$ cat src/rtl/tone_combiner.sv
// ---------------------------------------------------------------------------
// tone_combiner
//
// Per-DAC tone summer. NTONE oscillator streams, each NLANE samples wide per
// clock, are gated by a per-tone enable mask, summed through a registered
// pairwise adder tree, scaled by a programmable arithmetic right shift and
// saturated to DW bits.
//
// The enable mask and shift live in shadow registers that load together on
// cfg_stb. A commit also pulses phase_rst (to the dlo phase-reset inputs) and
// mutes dac_out for LAT+1 cycles so that no sample mixing old and new
// configuration reaches the DAC.
//
// Pipeline (LAT = log2(NTONE) + 2 registers, tone_in -> dac_out):
//   stage 0            : register tones, zero disabled tones
//   stages 1..log2(N)  : registered pairwise adder tree
//   final stage        : shift, saturate, mute
//
// Optional build macro:
//   TONE_COMBINER_ROUND_EN  round half up before the shift (shift > 0);
//                           undefined -> floor (truncation).
//
// Ports:
//   clk         DSP clock
//   reset       asynchronous, active-high reset
//   tone_in     tone t, lane l at [(t*NLANE+l)*DW +: DW]; lane 0 is earliest
//   tone_valid  tone_in qualifier
//   en_mask_in  per-tone enable, captured on cfg_stb
//   shift_in    right-shift amount, captured on cfg_stb
//   cfg_stb     one-cycle commit of en_mask_in / shift_in
//   sat_clr     clears sat_flag and sat_count (wins over a new saturation)
//   dac_out     lane l at [l*DW +: DW]
//   dac_valid   tone_valid delayed by LAT
//   phase_rst   one-cycle pulse the cycle after cfg_stb
//   sat_flag    sticky saturation indicator
//   sat_count   count of saturated output cycles, holds at 0xFFFF
// ---------------------------------------------------------------------------
module tone_combiner #(
    parameter int unsigned NTONE  = 8,
    parameter int unsigned NLANE  = 4,
    parameter int unsigned DW     = 16,
    parameter int unsigned SHIFTW = 4
) (
    input  logic                      clk,
    input  logic                      reset,
    input  logic [NTONE*NLANE*DW-1:0] tone_in,
    input  logic                      tone_valid,
    input  logic [NTONE-1:0]          en_mask_in,
    input  logic [SHIFTW-1:0]         shift_in,
    input  logic                      cfg_stb,
    input  logic                      sat_clr,
    output logic [NLANE*DW-1:0]       dac_out,
    output logic                      dac_valid,
    output logic                      phase_rst,
    output logic                      sat_flag,
    output logic [15:0]               sat_count
);

    // -----------------------------------------------------------------------
    // Derived sizes
    // -----------------------------------------------------------------------
    localparam int unsigned LOG2  = $clog2(NTONE);
    // Full-precision tree sum: cannot overflow for NTONE DW-bit operands.
    localparam int unsigned SW    = DW + LOG2;
    // One extra bit so the rounding increment cannot wrap the sum.
    localparam int unsigned RW    = SW + 1;
    localparam int unsigned LAT   = LOG2 + 2;
    // Heap-ordered tree: node i has children 2i+1 and 2i+2, root is node 0,
    // leaves (stage 0) are nodes NTONE-1 .. 2*NTONE-2.
    localparam int unsigned NNODE = 2 * NTONE - 1;
    localparam int unsigned FW    = $clog2(LAT + 2);

    localparam logic [FW-1:0]        FLUSH_LOAD  = FW'(LAT + 1);
    localparam logic [15:0]          SAT_CNT_MAX = 16'hFFFF;
    localparam logic signed [RW-1:0] SAT_MAX     = {{(RW-DW+1){1'b0}}, {(DW-1){1'b1}}};
    localparam logic signed [RW-1:0] SAT_MIN     = {{(RW-DW+1){1'b1}}, {(DW-1){1'b0}}};

    // -----------------------------------------------------------------------
    // Shadowed configuration, phase-reset pulse and flush counter
    // -----------------------------------------------------------------------
    logic [NTONE-1:0]  mask_q;
    logic [SHIFTW-1:0] shift_q;
    logic              phase_q;
    logic [FW-1:0]     flush_q;
    logic [FW-1:0]     flush_d;
    logic              mute;

    always_comb begin
        flush_d = flush_q;
        if (cfg_stb) begin
            flush_d = FLUSH_LOAD;
        end else if (flush_q != '0) begin
            flush_d = flush_q - 1'b1;
        end
    end

    // The output register is muted whenever the counter will be nonzero after
    // this edge, so dac_out reads zero for exactly LAT+1 cycles per commit.
    assign mute = (flush_d != '0);

    always_ff @(posedge clk or posedge reset) begin
        if (reset) begin
            mask_q  <= '0;
            shift_q <= '0;
            phase_q <= 1'b0;
            flush_q <= '0;
        end else begin
            if (cfg_stb) begin
                mask_q  <= en_mask_in;
                shift_q <= shift_in;
            end
            phase_q <= cfg_stb;
            flush_q <= flush_d;
        end
    end

    // -----------------------------------------------------------------------
    // Stage 0 and adder tree
    // -----------------------------------------------------------------------
    logic signed [SW-1:0] node_q [NNODE][NLANE];

    always_ff @(posedge clk or posedge reset) begin
        if (reset) begin
            for (int i = 0; i < NNODE; i++) begin
                for (int l = 0; l < NLANE; l++) begin
                    node_q[i][l] <= '0;
                end
            end
        end else begin
            // Leaves: sign-extend each enabled tone to tree width.
            for (int t = 0; t < NTONE; t++) begin
                for (int l = 0; l < NLANE; l++) begin
                    if (mask_q[t]) begin
                        node_q[NTONE-1+t][l] <= SW'($signed(tone_in[(t*NLANE+l)*DW +: DW]));
                    end else begin
                        node_q[NTONE-1+t][l] <= '0;
                    end
                end
            end
            // Internal nodes: every level reads the level below from the
            // previous cycle, giving one register per tree level.
            for (int i = 0; i < NTONE - 1; i++) begin
                for (int l = 0; l < NLANE; l++) begin
                    node_q[i][l] <= node_q[2*i+1][l] + node_q[2*i+2][l];
                end
            end
        end
    end

    // -----------------------------------------------------------------------
    // Final stage: round (optional), shift, saturate
    // -----------------------------------------------------------------------
    logic signed [RW-1:0] lane_wide [NLANE];
    logic [NLANE-1:0]     lane_clamp;
    logic [NLANE*DW-1:0]  lane_res;

    always_comb begin
        lane_clamp = '0;
        lane_res   = '0;
        for (int l = 0; l < NLANE; l++) begin
            lane_wide[l] = RW'(node_q[0][l]);
`ifdef TONE_COMBINER_ROUND_EN
            if (shift_q != '0) begin
                lane_wide[l] = lane_wide[l] + (RW'(1) << (shift_q - 1'b1));
            end
`endif
            // Arithmetic shift floors toward -inf; oversize shifts give 0/-1.
            lane_wide[l] = lane_wide[l] >>> shift_q;
            if (lane_wide[l] > SAT_MAX) begin
                lane_clamp[l]          = 1'b1;
                lane_res[l*DW +: DW] = SAT_MAX[DW-1:0];
            end else if (lane_wide[l] < SAT_MIN) begin
                lane_clamp[l]          = 1'b1;
                lane_res[l*DW +: DW] = SAT_MIN[DW-1:0];
            end else begin
                lane_res[l*DW +: DW] = lane_wide[l][DW-1:0];
            end
        end
    end

    // -----------------------------------------------------------------------
    // Output registers, valid pipeline and saturation accounting
    // -----------------------------------------------------------------------
    logic [LAT-1:0]      vld_q;
    logic [NLANE*DW-1:0] dac_q;
    logic                sat_flag_q;
    logic [15:0]         sat_count_q;
    logic                sat_hit;

    // vld_q[LAT-2] is the valid that becomes dac_valid at this edge, so the
    // count moves in the same cycle the clamped sample appears on dac_out.
    // Muted (forced-zero) samples never count.
    assign sat_hit = vld_q[LAT-2] & ~mute & (|lane_clamp);

    always_ff @(posedge clk or posedge reset) begin
        if (reset) begin
            vld_q       <= '0;
            dac_q       <= '0;
            sat_flag_q  <= 1'b0;
            sat_count_q <= '0;
        end else begin
            vld_q <= {vld_q[LAT-2:0], tone_valid};
            dac_q <= mute ? '0 : lane_res;
            if (sat_clr) begin
                sat_flag_q  <= 1'b0;
                sat_count_q <= '0;
            end else if (sat_hit) begin
                sat_flag_q <= 1'b1;
                if (sat_count_q != SAT_CNT_MAX) begin
                    sat_count_q <= sat_count_q + 16'd1;
                end
            end
        end
    end

    assign dac_out   = dac_q;
    assign dac_valid = vld_q[LAT-1];
    assign phase_rst = phase_q;
    assign sat_flag  = sat_flag_q;
    assign sat_count = sat_count_q;

endmodule

$ cat config.mk
export PLATFORM = sky130hd
export DESIGN_NAME = tone_combiner
export DESIGN_NICKNAME = d
export VERILOG_FILES = /design/src/rtl/tone_combiner.sv
export SDC_FILE = /design/constraint.sdc
export NUM_CORES = 2
export LEC_CHECK = 0
export BUFFER_PORTS_ARGS = -buffer_cell sky130_fd_sc_hd__buf_2
export CAP_MARGIN = 10
export CORE_MARGIN = 10
export CORE_UTILIZATION = 40
export CTS_BUF_LIST = sky130_fd_sc_hd__clkbuf_2 sky130_fd_sc_hd__clkbuf_4 sky130_fd_sc_hd__clkbuf_8
export DETAILED_ROUTE_END_ITERATION = 10
export PLACE_DENSITY_LB_ADDON = 0.08
export SYNTH_ARGS = -nofsm -noshare
export SYNTH_HDL_FRONTEND = slang
export SYNTH_SLANG_ARGS = --single-unit
$ cat constraint.sdc
create_clock -name clk -period 45.6 [get_ports clk]
set_clock_uncertainty 0.15 [all_clocks]
set_input_delay 9.12 -clock clk [delete_from_list [all_inputs] [get_ports clk]]
set_output_delay 9.12 -clock clk [all_outputs]
set_load 0.1 [all_outputs]
==> out/metrics.yaml <==
sta:
  setup_viol: 0
  relSlewSlack_pct: 22.58
  final.setup.tns_ns: 0
  worst_pin_slew_ns: 1.161
  max_freq_ghz: 0.07716
  hold_viol_final: 0
  finalCritPeriodShare_pct: 28.42
  period_minus_slack_ns: 12.96
  rsz0062_at_grt: "no"
  finalMaxSlewViolations: 0
power:
  leakagePower_nw: 32.87
  power.total_w: 0.003758
  peakVddDrop_mv: 0.02607
  power.density_nw_per_um2: 55.27
grt:
  top_usage_layer: "met2"
  use_met3_pct: 3.794
  grt.met2_usage_pct: 32.92
  grt_pass1_wl_mm: 245.8
  antenna_found_initial: 7
  overflow: 0
  grt_pass1_vias: 43570
  grt_start_max_net_pins: 120
  grt.met1_usage_pct: 24.15
  track_usage_pct: 19.08
place:
  portBuffers: 611
  post-dp-hpwl_mm: 123.2
  place_congestion: 0.8596
  place_area_um2: 63750
final_layout:
  layout_commonest_cell: "dfrtp_1"
  drive_gt1_share_pct: 17.85
  area_growth_pct: 15.92
  nFillCells: 13720
  design_area_um2: 67990
  layout_common_cells: "dfrtp_1 (1134), buf_2 (611), and2_1 (553)"
  final_nets: 7116
clock_tree:
  cts_buffers: 194
  clk-insertion-delay-late_ns: 0.89
  htree_levels: 4
  hold_buffers: 0
  max-clock-path-buffers: 3
  post_cts_buffers: 0
  cts_root_buf: "clkbuf_8"
  cts_resized: 0
  cts_sinks: 1146
  tritoncts: "done"
  path_clk_slew_ns: 0.06
detailed_routing:
  wire_per_inst_um: 19.29
  viasPerCell: 5.116
  dr.pass1.iters: 7
  finalWirelength_mm: 157.2
  ant_nets: 0
  drtIter0Drc: 2369
  drc: 0
  vias: 41680
setup_path:
  worstReg2RegEnd: "sat_count[11]"
  r2r-start: "shift_q[1]"
  worstSetupPathType: "in -> async"
  crit_path_end_kind: "async pin"
  critPathLaunch: "reset"
  worstPathMaxFanout: 119
  r2r_slack_ns: 41.83
  cp.required_ns: 46.33
  cp-start-kind: "primary input"
  cp.arrival_ns: 13.69
  rr_worst_depth: 8
yosys:
  ys_types: 86
  netlist_area_um2: 58650
  yosysTopAreaCell: "dfrtp_1"
  avgSynthCellArea_um2: 10.91
  synth_edf_count: 0
  synthCells: 5374
  synthTopCellsByArea: "dfrtp_1 (49%), ha_1 (10%), and2_1 (5.9%)"
  synthesis.nets: 6407
  ys_seq_area_share_pct: 48.89
  async_flop_share_pct: 100.0
  synth_top_area_share_pct: 48.89
  synthFlopType: "dfrtp_1"
  synth-seq-cells: 1146
  ys_warn_count: 0
worst_hold_path:
  hold-path-endpoint: "vld_q[1]"
  hold_path_depth: 0
  hp-class: "reg -> reg"
  min_from: "vld_q[0]"
run:
  max_cap_viol_count: 0
die:
  pin_count: 612
  start_util_pct: 40.24
  fp.coreArea_um2: 145700
  die_w_um: 402.9
  die_h_um: 402.9
  fp.dieArea_um2: 162300
  placementRows: 140
run_status:
  status: "finished, final reports clean"
## Yosys cell counts, drive strengths merged (40+ instances only)
| library cell | instances |
|---|---|
| dfrtp | 1146 |
| and2 | 554 |
| ha | 476 |
| a21oi | 341 |
| xnor2 | 314 |
| o21ai | 277 |
| nor2 | 254 |
| nand2 | 238 |
| inv | 226 |
| nor3 | 99 |
| clkbuf | 90 |
| o211ai | 90 |
| a211oi | 89 |
| nand3 | 80 |
| or3 | 73 |
| nand2b | 72 |
| nor2b | 71 |
| a31oi | 67 |
| and3 | 66 |
| a21o | 65 |
| mux2i | 65 |
| xor2 | 64 |
| o21a | 50 |
| a211o | 40 |
## report_power, final
part           internal, W  switching [W]
Sequential         0.00123       0.000155
Combinational     0.000598       0.000786
Clock             0.000567       0.000421
Total              0.00240        0.00136
## cell type report
type | count | area (µm²) | share of cell area, %
repair buffers | 637 | 3253 | 4.785
flip-flops and latches | 1146 | 28700 | 42.21
diodes | 5 | 12.51 | 0.01840
clock inverters | 51 | 586.8 | 0.8631
multi-input cells | 3876 | 28540 | 41.98
clock buffers | 286 | 3636 | 5.348
well taps | 1917 | 2399 | 3.528
inverters | 228 | 863.3 | 1.270
## registers in the layout (all words and copies together), names as in the netlist
name	cells
shift_q	4
phase_rst	1
dac_out	64
flush_q	3
sat_flag	1
vld_q	5
mask_q	8
node_q	1044
sat_count	16
## per-stage QoR
step           hold WS (ns)  std cells  worst slack [ns]  util [%]
2_1_floorplan        0.1812       5374             4.054         -
3_5_place_dp         0.1885       7804             31.40     43.74
4_1_cts              0.2018       8141             32.42     46.64
3_3_place_gp         0.1899       7804             31.52     43.74
5_1_grt              0.2016       8144             31.85     46.65
6_report             0.1992       8146             32.64     46.65
## worst max-delay path by stage
stage          cells after the start          end
2_1_floorplan                      1   dac_out[0]
3_3_place_gp                       7  node_q[513]
3_5_place_dp                       7  node_q[515]
4_1_cts                            7  node_q[515]
5_1_grt                            7  node_q[599]
6_report                           7  node_q[520]
## cells by family after synthesis
kind of cell / Yosys count / share of synthesized area (%)
simple gates: 1620 / 14.97
compound gates: 1245 / 14.11
flops: 1146 / 48.89
fa+ha+maj: 504 / 11.11
xor+xnor: 378 / 5.645
buf+inv: 352 / 2.440
mux: 129 / 2.824
## critical path, cell delays in order
cell	delay, ns
buf_2	0.13
inv_8	0.53
buf_4	0.63
buf_4	0.82
buf_4	0.74
buf_4	0.68
buf_4	0.83
## per-layer routing
metal,wire [µm],vias up
met5,27,-
met4,3837,4
met3,7284,218
met2,77290,855
met1,68720,20130
li1,-,20470
Power figures use the tool's default switching activity.
